--- config.mk ---
export PLATFORM = sky130hd
export DESIGN_NAME = alarm_ctrl
export DESIGN_NICKNAME = d
export VERILOG_FILES = /design/src/rtl/alarm_ctrl.sv
export SDC_FILE = /design/constraint.sdc
export NUM_CORES = 1
export LEC_CHECK = 0
export CORE_MARGIN = 8
export CORE_UTILIZATION = 56
export CTS_BUF_LIST = sky130_fd_sc_hd__clkbuf_4 sky130_fd_sc_hd__clkbuf_8
export DETAILED_ROUTE_END_ITERATION = 6
export MAX_ROUTING_LAYER = met4
export PLACE_DENSITY = 0.87
export SYNTH_ARGS = -nofsm -noshare
export SYNTH_HDL_FRONTEND = slang
export SYNTH_SLANG_ARGS = --single-unit
--- constraint.sdc ---
create_clock -name clk_1hz -period 4.5 [get_ports clk_1hz]
set_input_delay 0.9 -clock clk_1hz [delete_from_list [all_inputs] [get_ports clk_1hz]]
set_output_delay 0.9 -clock clk_1hz [all_outputs]
set_load 0.01 [all_outputs]
--- src/rtl/alarm_ctrl.sv ---
// Alarm clock controller: stored alarm time, IDLE/RINGING/SNOOZE sequencing
// with bounded ring and snooze durations, and validated alarm loading.
module alarm_ctrl #(
  parameter int unsigned SNOOZE_SEC = 540,
  parameter int unsigned RING_SEC   = 300
) (
  input  logic       clk_1hz,
  input  logic       reset_n,
  input  logic [5:0] seconds,
  input  logic [5:0] minutes,
  input  logic [4:0] hours,
  input  logic       alarm_en,
  input  logic       set_alarm,
  input  logic [4:0] set_hours,
  input  logic [5:0] set_minutes,
  input  logic       snooze,
  input  logic       stop,
  output logic [4:0] alarm_hours,
  output logic [5:0] alarm_minutes,
  output logic       ringing,
  output logic       snoozed,
  output logic       set_err
);

  typedef enum logic [1:0] {
    IDLE    = 2'd0,
    RINGING = 2'd1,
    SNOOZE  = 2'd2
  } state_e;

  localparam logic [11:0] SNOOZE_LOAD = 12'(SNOOZE_SEC - 1);
  localparam logic [11:0] RING_LAST   = 12'(RING_SEC - 1);

  state_e      state_q, state_d;
  logic [11:0] ring_cnt_q, ring_cnt_d;
  logic [11:0] snz_cnt_q, snz_cnt_d;
  logic [4:0]  alarm_hours_q, alarm_hours_d;
  logic [5:0]  alarm_minutes_q, alarm_minutes_d;
  logic        ringing_q, ringing_d;
  logic        snoozed_q, snoozed_d;
  logic        set_err_q, set_err_d;
  logic        match_s;
  logic        set_ok_s;

  // Match uses the currently stored alarm, so a same-edge load only affects later edges.
  assign match_s  = alarm_en && (hours == alarm_hours_q) && (minutes == alarm_minutes_q)
                    && (seconds == 6'd0);
  assign set_ok_s = (set_hours <= 5'd23) && (set_minutes <= 6'd59);

  // Next-state, counter and alarm-register logic.
  always_comb begin
    state_d         = state_q;
    ring_cnt_d      = ring_cnt_q;
    snz_cnt_d       = snz_cnt_q;
    alarm_hours_d   = alarm_hours_q;
    alarm_minutes_d = alarm_minutes_q;
    set_err_d       = 1'b0;

    case (state_q)
      IDLE: begin
        if (match_s) begin
          state_d    = RINGING;
          ring_cnt_d = 12'd0;
        end else begin
          state_d = IDLE;
        end
      end
      RINGING: begin
        if (!alarm_en) begin
          state_d = IDLE;
        end else if (stop) begin
          state_d = IDLE;
        end else if (snooze) begin
          state_d   = SNOOZE;
          snz_cnt_d = SNOOZE_LOAD;
        end else if (ring_cnt_q == RING_LAST) begin
          state_d = IDLE;
        end else begin
          ring_cnt_d = ring_cnt_q + 12'd1;
        end
      end
      SNOOZE: begin
        if (!alarm_en) begin
          state_d = IDLE;
        end else if (stop) begin
          state_d = IDLE;
        end else if (snz_cnt_q == 12'd0) begin
          state_d    = RINGING;
          ring_cnt_d = 12'd0;
        end else begin
          snz_cnt_d = snz_cnt_q - 12'd1;
        end
      end
      default: begin
        state_d = IDLE;
      end
    endcase

    if (set_alarm) begin
      if (set_ok_s) begin
        alarm_hours_d   = set_hours;
        alarm_minutes_d = set_minutes;
        set_err_d       = 1'b0;
      end else begin
        set_err_d = 1'b1;
      end
    end else begin
      set_err_d = 1'b0;
    end

    ringing_d = (state_d == RINGING);
    snoozed_d = (state_d == SNOOZE);
  end

  // State and registered outputs, cleared asynchronously by reset.
  always_ff @(posedge clk_1hz or negedge reset_n) begin
    if (!reset_n) begin
      state_q         <= IDLE;
      ring_cnt_q      <= 12'd0;
      snz_cnt_q       <= 12'd0;
      alarm_hours_q   <= 5'd0;
      alarm_minutes_q <= 6'd0;
      ringing_q       <= 1'b0;
      snoozed_q       <= 1'b0;
      set_err_q       <= 1'b0;
    end else begin
      state_q         <= state_d;
      ring_cnt_q      <= ring_cnt_d;
      snz_cnt_q       <= snz_cnt_d;
      alarm_hours_q   <= alarm_hours_d;
      alarm_minutes_q <= alarm_minutes_d;
      ringing_q       <= ringing_d;
      snoozed_q       <= snoozed_d;
      set_err_q       <= set_err_d;
    end
  end

  assign alarm_hours   = alarm_hours_q;
  assign alarm_minutes = alarm_minutes_q;
  assign ringing       = ringing_q;
  assign snoozed       = snoozed_q;
  assign set_err       = set_err_q;

endmodule

# == After elaboration in Yosys (flattened, before gate mapping) ==
# Cells that the tools add are included.
# classes
addsub,2
multipliers,0
div_mod_pow,0
n_lt_le_gt_ge,2
eq_ne,17
shift,0
n_mux,27
bitwise,0
n_reduce_logical,12
# ops
op,n
12-bit two-way mux,14
12-bit case mux with 3 select lines,1
12-bit case mux with 2 select lines,1
"2-bit != test, second input constant",10
2-bit two-way mux,7
"12-bit by 1-bit adder with 12-bit output, second input constant",1
"12-bit by 9-bit equality test with 1-bit output, second input constant",1
12-bit zero test,1
"12-bit by 1-bit subtractor with 12-bit output, second input constant",1
9-bit AND reduction,1
7-bit AND reduction,1
6-bit equality test,1
"6-bit less-or-equal comparator, second input constant",1
6-bit zero test,1
2-bit case mux with 3 select lines,1
5-bit equality test,1
"5-bit less-or-equal comparator, second input constant",1
"2-bit by 1-bit equality test with 1-bit output, second input constant",2
"2-bit equality test, second input constant",2
1-bit logical AND,4
1-bit two-way mux,3
3-bit nonzero test,1
2-bit zero test,1
2-bit AND reduction,1
2-bit nonzero test,1
# totals
reg_bits,40
latch_bits,0
ram_bits,0
rom_bits,0
in_bits,34
out_inout_bits,14
word_cells,68
memories,0

# == Logic depth before layout (Yosys ltp) ==
# logic_depth
word_depth,7
mapped_depth,8
ltp_nobuf,6

# == Least setup slack after synthesis ==
# Ideal clock, no wire load.
# synth_timing
path_kind,input-to-reg
startpoint,input port minutes[0]
endpoint,register ring_cnt_q[3]
setup_time_ns,0.129
t_arrival_ns,2.146
required_time_ns,4.371
slack_ns,2.225
path_stages,5
n_path_buf,1
path_cell_list,xor2_1 > or4_1 > nor4_2 > buf_2 > o21ai_0
# synth_between
elab_chain_cells,5
# synth_rtl
element,line_no,source
from (decl),10,"input logic [5:0] minutes,"
6-bit equality test,46,assign match_s = alarm_en && (hours == alarm_hours_q) && (minutes == alarm_minutes_q)
1-bit logical AND,46,
1-bit logical AND,47,&& (seconds == 6'd0);
2-bit != test (no source line),-,
9-bit AND reduction (no source line),-,
to (signal assigned),128,ring_cnt_q <= ring_cnt_d;
to (decl),35,"logic [11:0] ring_cnt_q, ring_cnt_d;"
# No other way between the ends.
# A chain may end at the register's enable or synchronous reset.

# == Worst setup path in the final report ==
# layout_timing
startpoint,input port alarm_en
endpoint,register snz_cnt_q[11]
# layout_between
elab_chain_cells,2
elab_cells_between_ends,3
classes_between,eq/ne (2); reduce/logical (1)
# layout_rtl
element,line_no,source
from (decl),12,"input logic alarm_en,"
2-bit != test (no source line),-,
7-bit AND reduction (no source line) *,-,
to (signal assigned),129,snz_cnt_q <= snz_cnt_d;
to (decl),36,"logic [11:0] snz_cnt_q, snz_cnt_d;"
# Mark *: on every way between the ends. The rest lies on a longest branch, timed or not.

==> metrics.md <==
| Metric | Value |
|---|---|
| Leakage | `0.00110 µW` |
| Cell variety after synth | `47` |
| ANT cells | `0` |
| DP Worst Slack | `1.58 ns` |
| H-Tree Depth | `2` |
| CP top delay family | `simple AND/OR/NAND/NOR gates` |
| Fillers | `264` |
| Setup TNS | `0 ns` |
| Req. time, crit path | `between 4 and 5 ns` |
| Final hold vios | `0` |
| Sink Count | `40` |
| Critical-path top delay cell | `clkdlybuf4s50_1` |
| Final GP Congestion | `0.890` |
| Multi-input logic area | `between 1000 and 1500 µm²` |
| Worst setup SP type | `input pin` |
| Hold Path Class | `flip-flop to flip-flop` |
| Worst ir drop on vdd | `0.232 mV` |
| Total number of yosys warnings | `0` |
| Antenna Violating Nets Remaining | `0` |
| Status | `finished clean` |
| Num CTS Buffers | `5` |
| FF-to-FF setup slack | `2.11 ns` |
| Final Cycle Share | `around 59%` |
| Seq/Total Area, Yosys | `46.1%` |
| Max Fclk | `376 MHz` |
| CTS resizes | `0` |
| Max clock buf depth | `2` |
| Hold buffers post-CTS | `0` |
| Pin count of the biggest net entering global routing | `slightly above 40` |
| Vias/cell | `6.14` |
| Reg2Reg Launch Point | `snz_cnt_q[0]$_DFFE_PN0P_` |
| Synth top area share | `46.1%` |
| Synthesized area | `2170 µm²` |
| Worst-Margin Slew | `0.881 ns` |
| Initial cell density of the core | `58.9%` |
| DRT iter0 DRCs | `189` |
| RSZ-0062 raised after global routing | `no` |
| Global-route wire length before repair | `9050 µm` |
| Syn nets | `243` |
| Hpwl dp | `3790 µm` |
| Max Slew Vio Count | `0` |
| Top FF cell, synth | `dfrtp_1` |
| Initial antenna violation count | `0` |
| Hold depth | `1` |
| Root Buffer | `clkbuf_8` |
| Total grt overflow | `0` |
| Clock skew | `0.00752 ns` |
| Final worst setup slack | `1.84 ns` |
| WP buf/inv | `1` |
| R2R Path End | `snz_cnt_q[3]$_DFFE_PN0P_` |
| CORE AREA | `approximately 3700 µm²` |
| Critical path type | `input pin to flip-flop` |
| Routed vias | `1872` |
| Routed Wire Length | `5270 µm` |
| Residual DRC | `0` |
| Slew HR | `41.2%` |
| Seq cells post-synth | `40` |
| Fin crit period | `2.66 ns` |
| Post-synthesis async set-or-reset flop share | `100%` |
| Critical path cell sequence | `clkdlybuf4s50_1 > or2b_1 > a2111o_1 > or4_1 > a21oi_1` |
| Final setup fails | `0` |
| GRT Overall Usage | `18.7%` |
| Hold_sp | `snz_cnt_q[2]$_DFFE_PN0P_` |
| Clk_lat worst skew | `0.29 ns` |
| Synthesized area per cell | `~10 µm²` |
| Max Cap Viol | `0` |
| Height of the die | `between 70 and 80 µm` |
| Top cells by area, synth | `dfrtp_1 (46%), xnor2_1 (6.1%), mux2_2 (5.7%)` |
| Count of buffers from port buffering | `47` |
| Post-Syn Instances | `207` |
| Worst-path fanout max | `9` |
| Crit end category | `flip-flop` |
| Post-synth EDFFs | `0` |
| Share of layout cells above drive strength 1 | `10.1%` |
| Reg2Reg Depth | `6` |
| Register Area | `roughly 1000 µm²` |
| Die X | `a little under 80 µm` |
| Number of post-CTS setup repair buffers | `0` |
| Power Dens Cells | `288 nW/µm²` |
| Syn-to-layout area delta | `27.6%` |
| Vias in the first global route | `~1900` |
| # IOs | `48` |
| Slowest cell delay on critical path | `0.55 ns` |
| Die ar. | `roughly 6100 µm²` |
| Data arrival, critical path | `2.88 ns` |
| Reg clk slew, reported paths | `0.08 ns` |
| Hold worst-path end | `snz_cnt_q[2]$_DFFE_PN0P_` |
| WL/cell | `17.3 µm` |
| 1st-pass router iterations | `4` |
| CTS tree | `yes` |
| Nets@finish | `292` |
| Synth area leader | `dfrtp_1` |
| Num rows | `22` |
-- through the flow --
| step | std cells | utilization, % | area (µm²) | hold WS, ns | total power [µW] |
|---|---|---|---|---|---|
| floorplan | 207 | - | 2170 | 0.481 | 464 |
| global placement | 297 | 72.4 | 2670 | 0.512 | 543 |
| detailed placement | 297 | 72.4 | 2670 | 0.524 | 546 |
| CTS | 305 | 75.1 | 2770 | 0.534 | 803 |
| global route | 305 | 75.1 | 2770 | 0.553 | 833 |
| finish | 305 | 75.1 | 2770 | 0.537 | 797 |
-- state kept, by name, indices dropped and copies added (netlist names) --
name,flops
alarm_hours,5
snoozed,1
alarm_minutes,6
snz_cnt_q,12
state_q,2
ringing,1
set_err,1
ring_cnt_q,12
-- Yosys cell counts, drive strengths merged (4+ instances only) --
cell	number
a21oi	6
dfrtp	40
inv	5
mux2	11
nand2	9
nand2b	5
nand3	8
nand3b	4
nand4	7
nor2	8
nor3	7
nor4	8
o21ai	4
o31ai	9
or3	8
or4	7
xnor2	15
-- worst reg2reg max path, delay by kind of cell, from the launching register on --
family | cells | cell delay [ns]
buf+inv | 1 | 0.09
flops | 1 | 0.39
fa+ha+maj | 1 | 0.20
simple gates | 4 | 1.59
-- worst max-delay path by stage --
stage,start,depth (start not counted),slack (ns),endpoint
2_1_floorplan,minutes[0],5,2.23,ring_cnt_q[3]$_DFFE_PN0P_
3_3_place_gp,alarm_en,5,1.62,snz_cnt_q[11]$_DFFE_PN0P_
3_5_place_dp,alarm_en,5,1.58,snz_cnt_q[11]$_DFFE_PN0P_
4_1_cts,alarm_en,5,1.88,snz_cnt_q[11]$_DFFE_PN0P_
5_1_grt,stop,5,1.72,ring_cnt_q[10]$_DFFE_PN0P_
6_report,alarm_en,5,1.84,snz_cnt_q[11]$_DFFE_PN0P_
-- final cells by class --
class	count	area share [%]
Multi-Input combinational cell	156	40.4
Sequential cell	40	36.1
Timing Repair Buffer	48	17.1
Clock buffer	8	3.52
Tap cell	48	2.17
Inverter	5	0.678
-- layout by cell type, fill, tap and decap left out, types with 7 or more instances in the layout --
cell type,count
or3_1,8
mux2_2,11
nand3_1,8
nor3_1,7
clkdlybuf4s50_1,46
o31ai_1,9
nand2_1,9
or4_1,7
xnor2_1,15
nand4_1,7
dfrtp_1,40
nor2_1,8
-- layer usage --
metal	routed length [µm]	vias to the layer above	share of wire (%)	global-route usage (%)
li1	-	887	-	-
met1	2430	910	46	23.5
met2	2530	68	48	29.1
met3	257	7	4.9	5.35
met4	49	0	0.93	4.81
met5	0	-	0	-
-- power breakdown --
part | internal (µW) | switching, µW
sequential | 380 | 21.2
combinational | 84.9 | 52.8
clock | 137 | 121
-- kinds of logic (layout without fill, tap and decap cells) --
kind of cell	count (synthesis)	in the layout	synth area share, %
xor gates and xnor gates	16	16	6.46
and+or+nand+nor	91	91	26.3
buffers and inverters	11	61	2.36
AOI/OAI and AO/OA	35	35	11.4
muxes	12	12	6.17
adders and majority gates	2	2	1.15
DFF	40	40	46.1
No activity file was read; power rests on OpenSTA's default activity.
